==> src/rtl/rx_cmd_decoder.sv <==
// rtl/rx_cmd_decoder.sv - byte-stream frame decoder to system commands (optional FRAME_TIMEOUT_EN)
module rx_cmd_decoder #(
  parameter int Width          = 8,
  parameter int ADDR_W         = 4,
  parameter int FUN_W          = 4,
  parameter int TIMEOUT_CYCLES = 1023
) (
  input  logic              CLK,
  input  logic              RST,
  input  logic [Width-1:0]  RX_P_Data,
  input  logic              RX_D_VLD,
  input  logic              Cmd_Ready,
  output logic              Cmd_Valid,
  output logic [1:0]        Cmd_Type,
  output logic [ADDR_W-1:0] Cmd_Addr,
  output logic [Width-1:0]  Cmd_WrData,
  output logic [Width-1:0]  Cmd_OpA,
  output logic [Width-1:0]  Cmd_OpB,
  output logic [FUN_W-1:0]  Cmd_Fun,
  output logic              Frame_Err,
  output logic              Overrun_Err
);

  localparam logic [2:0] S_IDLE     = 3'd0;
  localparam logic [2:0] S_GET_ADDR = 3'd1;
  localparam logic [2:0] S_GET_DATA = 3'd2;
  localparam logic [2:0] S_GET_OPA  = 3'd3;
  localparam logic [2:0] S_GET_OPB  = 3'd4;
  localparam logic [2:0] S_GET_FUN  = 3'd5;
  localparam logic [2:0] S_PEND     = 3'd6;

  localparam logic [1:0] T_WR      = 2'b00;
  localparam logic [1:0] T_RD      = 2'b01;
  localparam logic [1:0] T_ALU_OP  = 2'b10;
  localparam logic [1:0] T_ALU_NOP = 2'b11;

  localparam logic [Width-1:0] OP_WR      = Width'(8'hAA);
  localparam logic [Width-1:0] OP_RD      = Width'(8'hBB);
  localparam logic [Width-1:0] OP_ALU_OP  = Width'(8'hCC);
  localparam logic [Width-1:0] OP_ALU_NOP = Width'(8'hDD);

  logic [2:0]        state_q, state_d;
  logic [1:0]        kind_q, kind_d;
  logic              cmd_valid_q, cmd_valid_d;
  logic [1:0]        cmd_type_q, cmd_type_d;
  logic [ADDR_W-1:0] cmd_addr_q, cmd_addr_d;
  logic [Width-1:0]  cmd_wrdata_q, cmd_wrdata_d;
  logic [Width-1:0]  cmd_opa_q, cmd_opa_d;
  logic [Width-1:0]  cmd_opb_q, cmd_opb_d;
  logic [FUN_W-1:0]  cmd_fun_q, cmd_fun_d;
  logic              frame_err_q, frame_err_d;
  logic              overrun_err_q, overrun_err_d;

  logic              op_hit;
  logic [2:0]        op_state;
  logic [1:0]        op_kind;

`ifdef FRAME_TIMEOUT_EN
  localparam int CNT_W = $clog2(TIMEOUT_CYCLES + 1);
  logic [CNT_W-1:0]  tmo_cnt_q, tmo_cnt_d;
  logic              in_frame;
`endif

  // Classify the incoming byte as a frame opcode (shared by IDLE and PEND-retire paths)
  always_comb begin
    op_hit   = 1'b1;
    op_state = S_IDLE;
    op_kind  = T_WR;
    case (RX_P_Data)
      OP_WR: begin
        op_state = S_GET_ADDR;
        op_kind  = T_WR;
      end
      OP_RD: begin
        op_state = S_GET_ADDR;
        op_kind  = T_RD;
      end
      OP_ALU_OP: begin
        op_state = S_GET_OPA;
        op_kind  = T_ALU_OP;
      end
      OP_ALU_NOP: begin
        op_state = S_GET_FUN;
        op_kind  = T_ALU_NOP;
      end
      default: op_hit = 1'b0;
    endcase
  end

  // Frame assembly FSM, field latching, handshake and error pulses
  always_comb begin
    state_d       = state_q;
    kind_d        = kind_q;
    cmd_valid_d   = cmd_valid_q;
    cmd_type_d    = cmd_type_q;
    cmd_addr_d    = cmd_addr_q;
    cmd_wrdata_d  = cmd_wrdata_q;
    cmd_opa_d     = cmd_opa_q;
    cmd_opb_d     = cmd_opb_q;
    cmd_fun_d     = cmd_fun_q;
    frame_err_d   = 1'b0;
    overrun_err_d = 1'b0;

    case (state_q)
      S_IDLE: begin
        if (RX_D_VLD) begin
          if (op_hit) begin
            state_d = op_state;
            kind_d  = op_kind;
          end else begin
            frame_err_d = 1'b1;
          end
        end
      end

      S_GET_ADDR: begin
        if (RX_D_VLD) begin
          cmd_addr_d = RX_P_Data[ADDR_W-1:0];
          if (kind_q == T_WR) begin
            state_d = S_GET_DATA;
          end else begin
            state_d     = S_PEND;
            cmd_valid_d = 1'b1;
            cmd_type_d  = kind_q;
          end
        end
      end

      S_GET_DATA: begin
        if (RX_D_VLD) begin
          cmd_wrdata_d = RX_P_Data;
          state_d      = S_PEND;
          cmd_valid_d  = 1'b1;
          cmd_type_d   = kind_q;
        end
      end

      S_GET_OPA: begin
        if (RX_D_VLD) begin
          cmd_opa_d = RX_P_Data;
          state_d   = S_GET_OPB;
        end
      end

      S_GET_OPB: begin
        if (RX_D_VLD) begin
          cmd_opb_d = RX_P_Data;
          state_d   = S_GET_FUN;
        end
      end

      S_GET_FUN: begin
        if (RX_D_VLD) begin
          cmd_fun_d   = RX_P_Data[FUN_W-1:0];
          state_d     = S_PEND;
          cmd_valid_d = 1'b1;
          cmd_type_d  = kind_q;
        end
      end

      S_PEND: begin
        if (Cmd_Ready) begin
          // Retire; a byte arriving on the same cycle starts the next frame
          cmd_valid_d = 1'b0;
          state_d     = S_IDLE;
          if (RX_D_VLD) begin
            if (op_hit) begin
              state_d = op_state;
              kind_d  = op_kind;
            end else begin
              frame_err_d = 1'b1;
            end
          end
        end else if (RX_D_VLD) begin
          overrun_err_d = 1'b1;
        end
      end

      default: begin
        state_d     = S_IDLE;
        cmd_valid_d = 1'b0;
      end
    endcase

`ifdef FRAME_TIMEOUT_EN
    // Inter-byte gap watchdog; only armed while a frame is partially assembled
    in_frame = (state_q == S_GET_ADDR) || (state_q == S_GET_DATA) ||
               (state_q == S_GET_OPA)  || (state_q == S_GET_OPB)  ||
               (state_q == S_GET_FUN);
    if (RX_D_VLD || !in_frame) begin
      tmo_cnt_d = '0;
    end else if (tmo_cnt_q == CNT_W'(TIMEOUT_CYCLES)) begin
      tmo_cnt_d   = '0;
      state_d     = S_IDLE;
      frame_err_d = 1'b1;
    end else begin
      tmo_cnt_d = tmo_cnt_q + 1'b1;
    end
`endif
  end

  // State and output registers; reset discards any partial or pending frame
  always_ff @(posedge CLK or negedge RST) begin
    if (!RST) begin
      state_q       <= S_IDLE;
      kind_q        <= T_WR;
      cmd_valid_q   <= 1'b0;
      cmd_type_q    <= 2'b00;
      cmd_addr_q    <= '0;
      cmd_wrdata_q  <= '0;
      cmd_opa_q     <= '0;
      cmd_opb_q     <= '0;
      cmd_fun_q     <= '0;
      frame_err_q   <= 1'b0;
      overrun_err_q <= 1'b0;
    end else begin
      state_q       <= state_d;
      kind_q        <= kind_d;
      cmd_valid_q   <= cmd_valid_d;
      cmd_type_q    <= cmd_type_d;
      cmd_addr_q    <= cmd_addr_d;
      cmd_wrdata_q  <= cmd_wrdata_d;
      cmd_opa_q     <= cmd_opa_d;
      cmd_opb_q     <= cmd_opb_d;
      cmd_fun_q     <= cmd_fun_d;
      frame_err_q   <= frame_err_d;
      overrun_err_q <= overrun_err_d;
    end
  end

`ifdef FRAME_TIMEOUT_EN
  // Timeout counter register
  always_ff @(posedge CLK or negedge RST) begin
    if (!RST) begin
      tmo_cnt_q <= '0;
    end else begin
      tmo_cnt_q <= tmo_cnt_d;
    end
  end
`endif

  assign Cmd_Valid   = cmd_valid_q;
  assign Cmd_Type    = cmd_type_q;
  assign Cmd_Addr    = cmd_addr_q;
  assign Cmd_WrData  = cmd_wrdata_q;
  assign Cmd_OpA     = cmd_opa_q;
  assign Cmd_OpB     = cmd_opb_q;
  assign Cmd_Fun     = cmd_fun_q;
  assign Frame_Err   = frame_err_q;
  assign Overrun_Err = overrun_err_q;

endmodule

==> config.mk <==
export PLATFORM = sky130hd
export DESIGN_NAME = rx_cmd_decoder
export DESIGN_NICKNAME = d
export VERILOG_FILES = /design/src/rtl/rx_cmd_decoder.sv
export SDC_FILE = /design/constraint.sdc
export NUM_CORES = 1
export LEC_CHECK = 0
export ABC_AREA = 1
export BUFFER_PORTS_ARGS = -buffer_cell sky130_fd_sc_hd__buf_4
export CORE_UTILIZATION = 49
export CTS_BUF_LIST = sky130_fd_sc_hd__clkbuf_4 sky130_fd_sc_hd__clkbuf_8
export CTS_CLUSTER_SIZE = 16
export DETAILED_ROUTE_END_ITERATION = 16
export GPL_TIMING_DRIVEN = 0
export PLACE_DENSITY = 0.87
export SLEW_MARGIN = 40
export SYNTH_ARGS = -nofsm -noshare
export SYNTH_HDL_FRONTEND = slang
export SYNTH_SLANG_ARGS = --single-unit
==> constraint.sdc <==
create_clock -name CLK -period 1.28 [get_ports CLK]
set_input_delay 0.256 -clock CLK [delete_from_list [all_inputs] [get_ports CLK]]
set_output_delay 0.256 -clock CLK [all_outputs]
set_load 0.01 [all_outputs]
==> Word level (Yosys, flattened, before mapping) <==
Index checks and enable logic that the tools add are counted.
{ "totals": {"wordCells": 81, "output_inout_bits": 37, "reg_bits": 42, "in_bits": 12} }
{ "op_classes": {"mux": 34, "n_reduce_logical": 17, "bitwise": 1, "eq_ne": 18} }
{ "op_table": {"columns": ["operator", "n"], "rows": [
  ["equality test 8 bit (second input constant)", 4],
  ["2-to-1 mux 3 bit", 10],
  ["one-hot mux 3 bit (6 select lines)", 1],
  ["inequality test 2 bit (second input constant)", 7],
  ["2-to-1 mux 2 bit", 6],
  ["AND reduction 2 bit", 6],
  ["2-to-1 mux 1 bit", 11],
  ["equality test 3 bit (second input constant)", 3],
  ["one-hot mux 3 bit (3 select lines)", 1],
  ["one-hot mux 2 bit (2 select lines)", 2],
  ["AND reduction 7 bit", 1],
  ["equality test 3 x 2 -> 1 bit (second input constant)", 2],
  ["one-hot mux 2 bit (3 select lines)", 1],
  ["AND reduction 5 bit", 1],
  ["one-hot mux 1 bit (4 select lines)", 1],
  ["AND reduction 4 bit", 1],
  ["nonzero test 2 bit", 2],
  ["OR reduction 2 bit", 2],
  ["OR reduction 4 bit", 1],
  ["equality test 3 x 1 -> 1 bit (second input constant)", 1],
  ["logical NOT 3 bit", 1],
  ["OR reduction 3 bit", 1],
  ["logical NOT 2 bit", 1],
  ["inequality test 2 x 1 -> 1 bit (second input constant)", 1],
  ["other kinds (2)", 2]
]} }

==> Depth between registers and ports, before layout <==
Gate-level depths: netlist (run 1).
{ "depth": {"depth_word": 7, "mapped_depth": 11} }

==> Worst setup path after synthesis (run 1) <==
No wires, ideal clock.
{ "synth_path": {"path_type": "reg-to-reg", "from": "register state_q[1]", "to": "register cmd_opb_q[6] (netlist: Cmd_OpB[6])", "t_arrival_ps": 1169, "slack_ps": -20, "path_buffers": 2, "path_stages_with_launch": 7, "cell_sequence": "dfrtp_1 -> buf_6 -> nor2_1 -> nand3_1 -> clkbuf_1 -> nand2_1 -> o21ai_0"} }
{ "synth_via": {"elab_chain_cells": 2} }
{ "synth_rtl": {"columns": ["element", "line", "text"], "rows": [
  ["start, declared", "42", "logic [2:0] state_q, state_d;"],
  ["start signal, assigned", "217", "state_q <= state_d;"],
  ["equality test 3 bit", "104", "case (state_q)"],
  ["AND reduction 2 bit (no line)", null, null],
  ["end signal, assigned", "224", "cmd_opb_q <= cmd_opb_d;"],
  ["end, declared", "49", "logic [Width-1:0] cmd_opb_q, cmd_opb_d;"]
]} }
No other way between the ends.
A chain may end at the register's enable or synchronous reset.

==> Worst setup path in the final report (run 1) <==
{ "layout_path": {"from": "register state_q[0]", "to": "register state_q[2]"} }
{ "layout_via": {"elab_chain_cells": 4, "word_cells_on_any_way": 17, "cone_classes": "eq/ne: 13; mux: 1; reduce/logical: 3"} }
{ "layout_rtl": {"columns": ["element", "line"], "rows": [
  ["equality test 3 bit / equality test 3 x 2 -> 1 bit (equally long branches)", "104"],
  ["OR reduction 2 bit (no line)", null],
  ["inequality test 2 x 1 -> 1 bit (no line)", null],
  ["AND reduction 7 bit (no line)", null]
]} }
Parallel ways exist; a longest one is shown, timed or not.

==> results of run 1 <==
-- worst max-delay path: stages (launching register included) --
cell     delay, ps
dfrtp_2        490
inv_4          110
nor3_4          60
buf_6          130
nor2_4         100
nand2_2         70
a21oi_4        190
nand2_2        100
nand2_2         70
nand2_1         50
-- timing repair --
action	CTS	global route
endpoints found under the setup margin	37	37
pin swaps	6	15
resized for setup	14	26
hold buffers	1	0
endpoints found under the hold margin	42	0
buffers inserted	5	2
-- cell type report --
cell class,count,share of cell area (%)
plain buffers,5,1.891
well taps,46,2.289
multi-input cells,150,30.20
inverters,21,3.483
flip-flops and latches,42,41.89
clock buffers,5,2.736
clock inverters,3,0.8458
repair buffers,55,16.67
-- routing by layer --
| metal | vias up | track usage [%] | routed length (um) |
|---|---|---|---|
| li1 | 824 | - | - |
| met4 | 0 | 12.22 | 134 |
| met2 | 76 | 36.44 | 2134 |
| met5 | - | 0 | 0 |
| met3 | 16 | 7.246 | 347 |
| met1 | 779 | 32.90 | 1918 |
-- layout by cell type (no fill, tap or decap), drive strengths merged --
cell type    netlist  layout
nor2              16      16
nor3               2       2
nand3b             1       1
nand3             14      14
dlygate4sd3        0       1
clkbuf             3       7
dfrtp             42      42
clkinv             0       2
nand4              1       1
nand2             76      76
a21oi              2       2
clkinvlp           0       2
buf                2      57
o21ai             38      38
inv               21      20
-- synth_stat cells (all sizes together) --
cell type	count
o21ai	38
a21oi	2
nor2	16
dfrtp	42
nand3b	1
inv	21
nand3	14
nand2	76
nand4	1
buf	2
nor3	2
clkbuf	3
-- cell families (layout without fill, tap and decap cells) --
logic type / count (synthesis) / in the layout / share of synthesized area, %
compound gates: 40 / 40 / 11.41
buf+inv: 26 / 89 / 6.414
flops: 42 / 42 / 56.72
simple gates: 110 / 110 / 25.46
-- path summary, 6_finish.rpt --
path / from / endpoint / slack (ps) / cells after the start
worst max-delay path: state_q[0] / state_q[2] / -190 / 9
worst max register to register: state_q[0] / state_q[2] / -190 / 9
worst min-delay path: Cmd_Ready / Overrun_Err / 130 / 2
max in group asynchronous: RST / state_q[0] / 450 / 2
worst min register to register: Cmd_Valid / Cmd_Valid / 480 / 2
min in group asynchronous: RST / state_q[1] / 460 / 2
-- through the flow --
step / worst slack [ps] / instances / setup TNS, ps
2_1_floorplan: 1.325 / 218 / 0
6_report: -192.4 / 327 / -1340
5_1_grt: -247.7 / 327 / -2971
3_3_place_gp: -250.7 / 311 / -3917
4_1_cts: -98.90 / 325 / -860.5
3_5_place_dp: -270.5 / 311 / -4938
-- where the power goes --
part / switching [mW] / total [mW] / internal [mW]
Combinational: 1.42 / 2.68 / 1.26
Clock: 0.480 / 0.863 / 0.383
Sequential: 0.379 / 2.28 / 1.90
-- state kept, by name, summed over array words and instances (netlist names) --
signal       flops
state_q          3
Cmd_WrData       8
Cmd_Fun          4
kind_q           2
Overrun_Err      1
Cmd_Type         2
Frame_Err        1
Cmd_OpA          8
Cmd_Valid        1
Cmd_Addr         4
Cmd_OpB          8
==> metrics.txt, run 1 <==
leading area contributor after synthesis dfrtp_1; grt ovf 0; fmax a little under 700 MHz; Max Cap Viol 0; critical path class flop to flop; type of origin of the critical path flop; final hold viol count 0; CTS H-Tree Depth 2; Synth warnings 0; Power Dens Cells about 2300 nW/um2; I/O Pins 49; total chip power 5.815 mW; largest net degree at the start of global routing between 40 and 50; clk_skew 5.023 ps; Critical Path AT around 1700 ps; Post-Syn Area around 1900 um2; number of remaining DRC errors 0; Final ANT Viol Nets 0; hold_ws between 100 and 150 ps; Mapped Nets between 200 and 250; Num Clock Sinks 42; initial antenna violation count 0; Clock Path Buffers 2; worst slew pin tran between 500 and 600 ps; clock root buffer master clkbuf_8; first-pass GRT wire length around 7.5 mm; diodes inserted 0; placed cell area 2270 um2; via count approximately 1.7k; Synth-to-Final Area Change 35.72%; Fillers approximately 280; Placer Congestion around 0.89; dpl hpwl ~3.0 mm; TritonCTS clock tree built; multi-input combinational cell area ~760 um2; fin area approximately 2500 um2; number of port buffers 47; min cycle time layout approximately 1500 ps; top cell type's share of synthesized area between 50% and 60%; core region area about 3500 um2; CTS clock-pin slew for the worst setup and hold paths around 80 ps; Starting DRT DRC Count approximately 160; Util after Layout 72.51%; violated checks negative setup slack; final slew viol count 0; layout cells sized above 1 between 30% and 40%; final setup violation count 16; vias per cell roughly 5.2; register area 1054 um2; 1st-pass router iterations 4; total die area approximately 4000 um2; distinct cell type count of the synthesized netlist 20; Initial Utilization 53.43%; crit share post-route 115.0%; crit path max fanout 6; status finished with violations; RSZ-0062 raised after global routing yes; row count 21; width of the die around 63 um; hold crit path type input pin to flop; crit path capture type flop; Final WS setup -192.4 ps; mean post-synth cell area about 8.5 um2; WL final 4.535 mm; required time worst endpoint 1480 ps; gr usage total roughly a quarter; Synth Instances approximately 220; TritonCTS Buffers 5; Leak about 1.3 nW; Nets 292; Peak VDD IR ~1.1 mV; Routed wire per std cell 13.87 um; Yosys reg bits 42; sequential area share after synthesis between 50% and 60%; vias in the first global route between 1.5k and 2k; slew margin rel. between 60% and 70%; largest cells by area after synthesis dfrtp_1 (57%), nand2_1 (15%), o21ai_0 (10%), inv_1 (4.1%), nand3_1 (3.8%); Die Span Y around 63 um; Clock Latency Late Sink approximately 310 ps
No activity file was read; power rests on OpenSTA's default activity.
==> inputs of run 2 (changes only) <==
Settings changed: CORE_UTILIZATION 49 to 54, PLACE_DENSITY 0.87 to 0.91.
Clock period 1.28 ns to 1.5 ns, I/O delays scaled along.
==> metrics.txt, run 2 (synthesis gave the netlist of run 1 again) <==
worst slew pin tran 508.8 ps (+3.546 ps); Nets 288 (-1.4%); type of origin of the critical path flop; CTS clock-pin slew for the worst setup and hold paths 130 ps (+50 ps); layout cells sized above 1 31.05% (-4.2 points); final hold viol count 0 (unchanged); violated checks negative setup slack; Placer Congestion 0.9080 (+2.4%); crit path max fanout 5 (-1); WL final 4.388 mm (-3.2%); critical path class flop to flop; grt ovf 0 (unchanged); most frequent cells in the layout nand2_1 (71), buf_4 (50), dfrtp_1 (40); post-route insts no fill 321 (-1.8%); Synth-to-Final Area Change 30.39%; 1st-pass router iterations 4 (unchanged); hold_ws 95.81 ps (-33.97 ps); TritonCTS clock tree built; Max Cap Viol 0 (unchanged); switching power 1.838 mW (-19%); first-pass GRT wire length 7.293 mm (-2.2%); Power Dens Cells 1932 nW/um2 (-16%); crit share post-route 100.4% (-15 points); most common cell after layout, fill and taps aside nand2_1; clock power share 12.7% (-2.1 points); Final WS setup -6.275 ps (+186.1 ps); gr usage total 27.74% (+3.1 points); fin area 2416 um2 (-3.9%); Final ANT Viol Nets 0 (unchanged); clock root buffer master clkbuf_4; Clock Latency Late Sink 360 ps (+50 ps); Leak 1.283 nW (-2.8%); TritonCTS Buffers 5 (unchanged); final slew viol count 0 (unchanged); Num Clock Sinks 42 (unchanged); post-place setup slack -111.9 ps (+158.7 ps); number of remaining DRC errors 0 (unchanged); Util after Layout 76.63% (+4.1 points); cells along the critical path inv_4, nand2_1, nor2_2, nand2_1, nand2_1, nand3_1, nand3_1, nand3_1, nand2_1; post-route setup TNS -6.275 ps (+1334 ps); core region area 3153 um2 (-9.1%); cell mode on critical path nand2_1; total die area 3670 um2 (-9.0%); Placed Instances 309 (-0.64%); via count 1670 (-1.5%); status finished with violations; fmax 663.9 MHz (-2.3%); Routed wire per std cell 13.67 um (-1.4%); dpl hpwl 3.069 mm (+3.0%); diodes inserted 0 (unchanged); I/O Pins 49 (unchanged); clk_skew 15.08 ps (+10.05 ps); total chip power 4.667 mW (-20%); vias per cell 5.202 (+0.37%); final setup violation count 1 (-15); required time worst endpoint 1800 ps (+320 ps); Comb power frac 45.8% (-0.2 points); Fillers 235 (-15%); width of the die 60.58 um (-4.6%); crit path capture type flop; number of port buffers 47 (unchanged); Clock Path Buffers 2 (unchanged); buffers and inverters on the worst path 1 (-1); Peak VDD IR 1.100 mV (+0.99%); Die Span Y 60.58 um (-4.6%); slowest library cell on the worst path dfrtp_2; P_int 2.830 mW (-20%); Critical Path AT 1810 ps (+140 ps); slew margin rel. 66.08% (-0.24 points); Starting DRT DRC Count 93 (-43%); vias in the first global route 1600 (+0.95%); placed cell area 2261 um2 (-0.39%); initial antenna violation count 0 (unchanged); hold crit path type input pin to flop; CP top delay family simple AND/OR/NAND/NOR gates; largest net degree at the start of global routing 43 (unchanged); Initial Utilization 58.77% (+5.3 points); min cycle time layout 1506 ps (+33.89 ps); Flop pwr share 41.4% (+2.3 points); Max stage delay on crit path 500 ps (about the same); CTS H-Tree Depth 2 (unchanged); Switching Fraction 39.37% (+0.27 points); RSZ-0062 raised after global routing yes; row count 20 (-4.8%)
## run 2: worst paths after layout
check / startpoint / cells after the start / slack (ps) / endpoint
setup / recovery: state_q[0] / 9 / -6 / state_q[2]
setup reg to reg: state_q[0] / 9 / -6 / state_q[2]
hold reg to reg: Cmd_Valid / 2 / 490 / Cmd_Valid
min in group asynchronous: RST / 2 / 460 / Cmd_OpB[4]
max in group asynchronous: RST / 2 / 660 / state_q[0]
hold / removal: Cmd_Ready / 2 / 100 / Overrun_Err
## run 2: layout make-up
class | instances | area, um2 | area share [%]
Buffer | 5 | 41.29 | 1.709
Timing Repair Buffer | 51 | 389.1 | 16.11
Multi-Input combinational cell | 150 | 732.0 | 30.30
Inverter | 21 | 81.33 | 3.366
Clock inverter | 2 | 12.51 | 0.5179
Sequential cell | 42 | 1054 | 43.60
Tap cell | 44 | 55.05 | 2.279
Clock buffer | 6 | 51.30 | 2.123
## run 2: what timing repair did
item / CTS / global route
setup buffers: 0 / 3
resized for setup: 4 / 20
pin swaps: 0 / 2
hold buffers: 1 / 0
setup endpoints to repair: 14 / 34
hold endpoints to repair: 42 / 0
## run 2: worst reg2reg max path, stage by stage, from the launching register on
cell and delay (ps):
dfrtp_2 500, inv_4 100, nand2_1 80, nor2_2 160
nand2_1 110, nand2_1 100, nand3_1 100, nand3_1 120
nand3_1 100, nand2_1 80
## run 2: power by group through the flow
stage	clock network (mW)	registers [mW]	logic, mW
after floorplan	0	2.10	0.875
after global placement	0	1.92	1.93
after detailed placement	0	1.93	2.00
after CTS	0.594	1.92	2.01
after global routing	0.631	2.00	2.41
final	0.595	1.93	2.14
## run 2: metal layers
metal	GRT usage (%)	vias to the layer above	wire length [um]
met5	0	-	0
met4	12.34	0	118
met3	4.264	14	197
met2	43.49	53	2122
met1	38.64	795	1950
li1	-	808	-
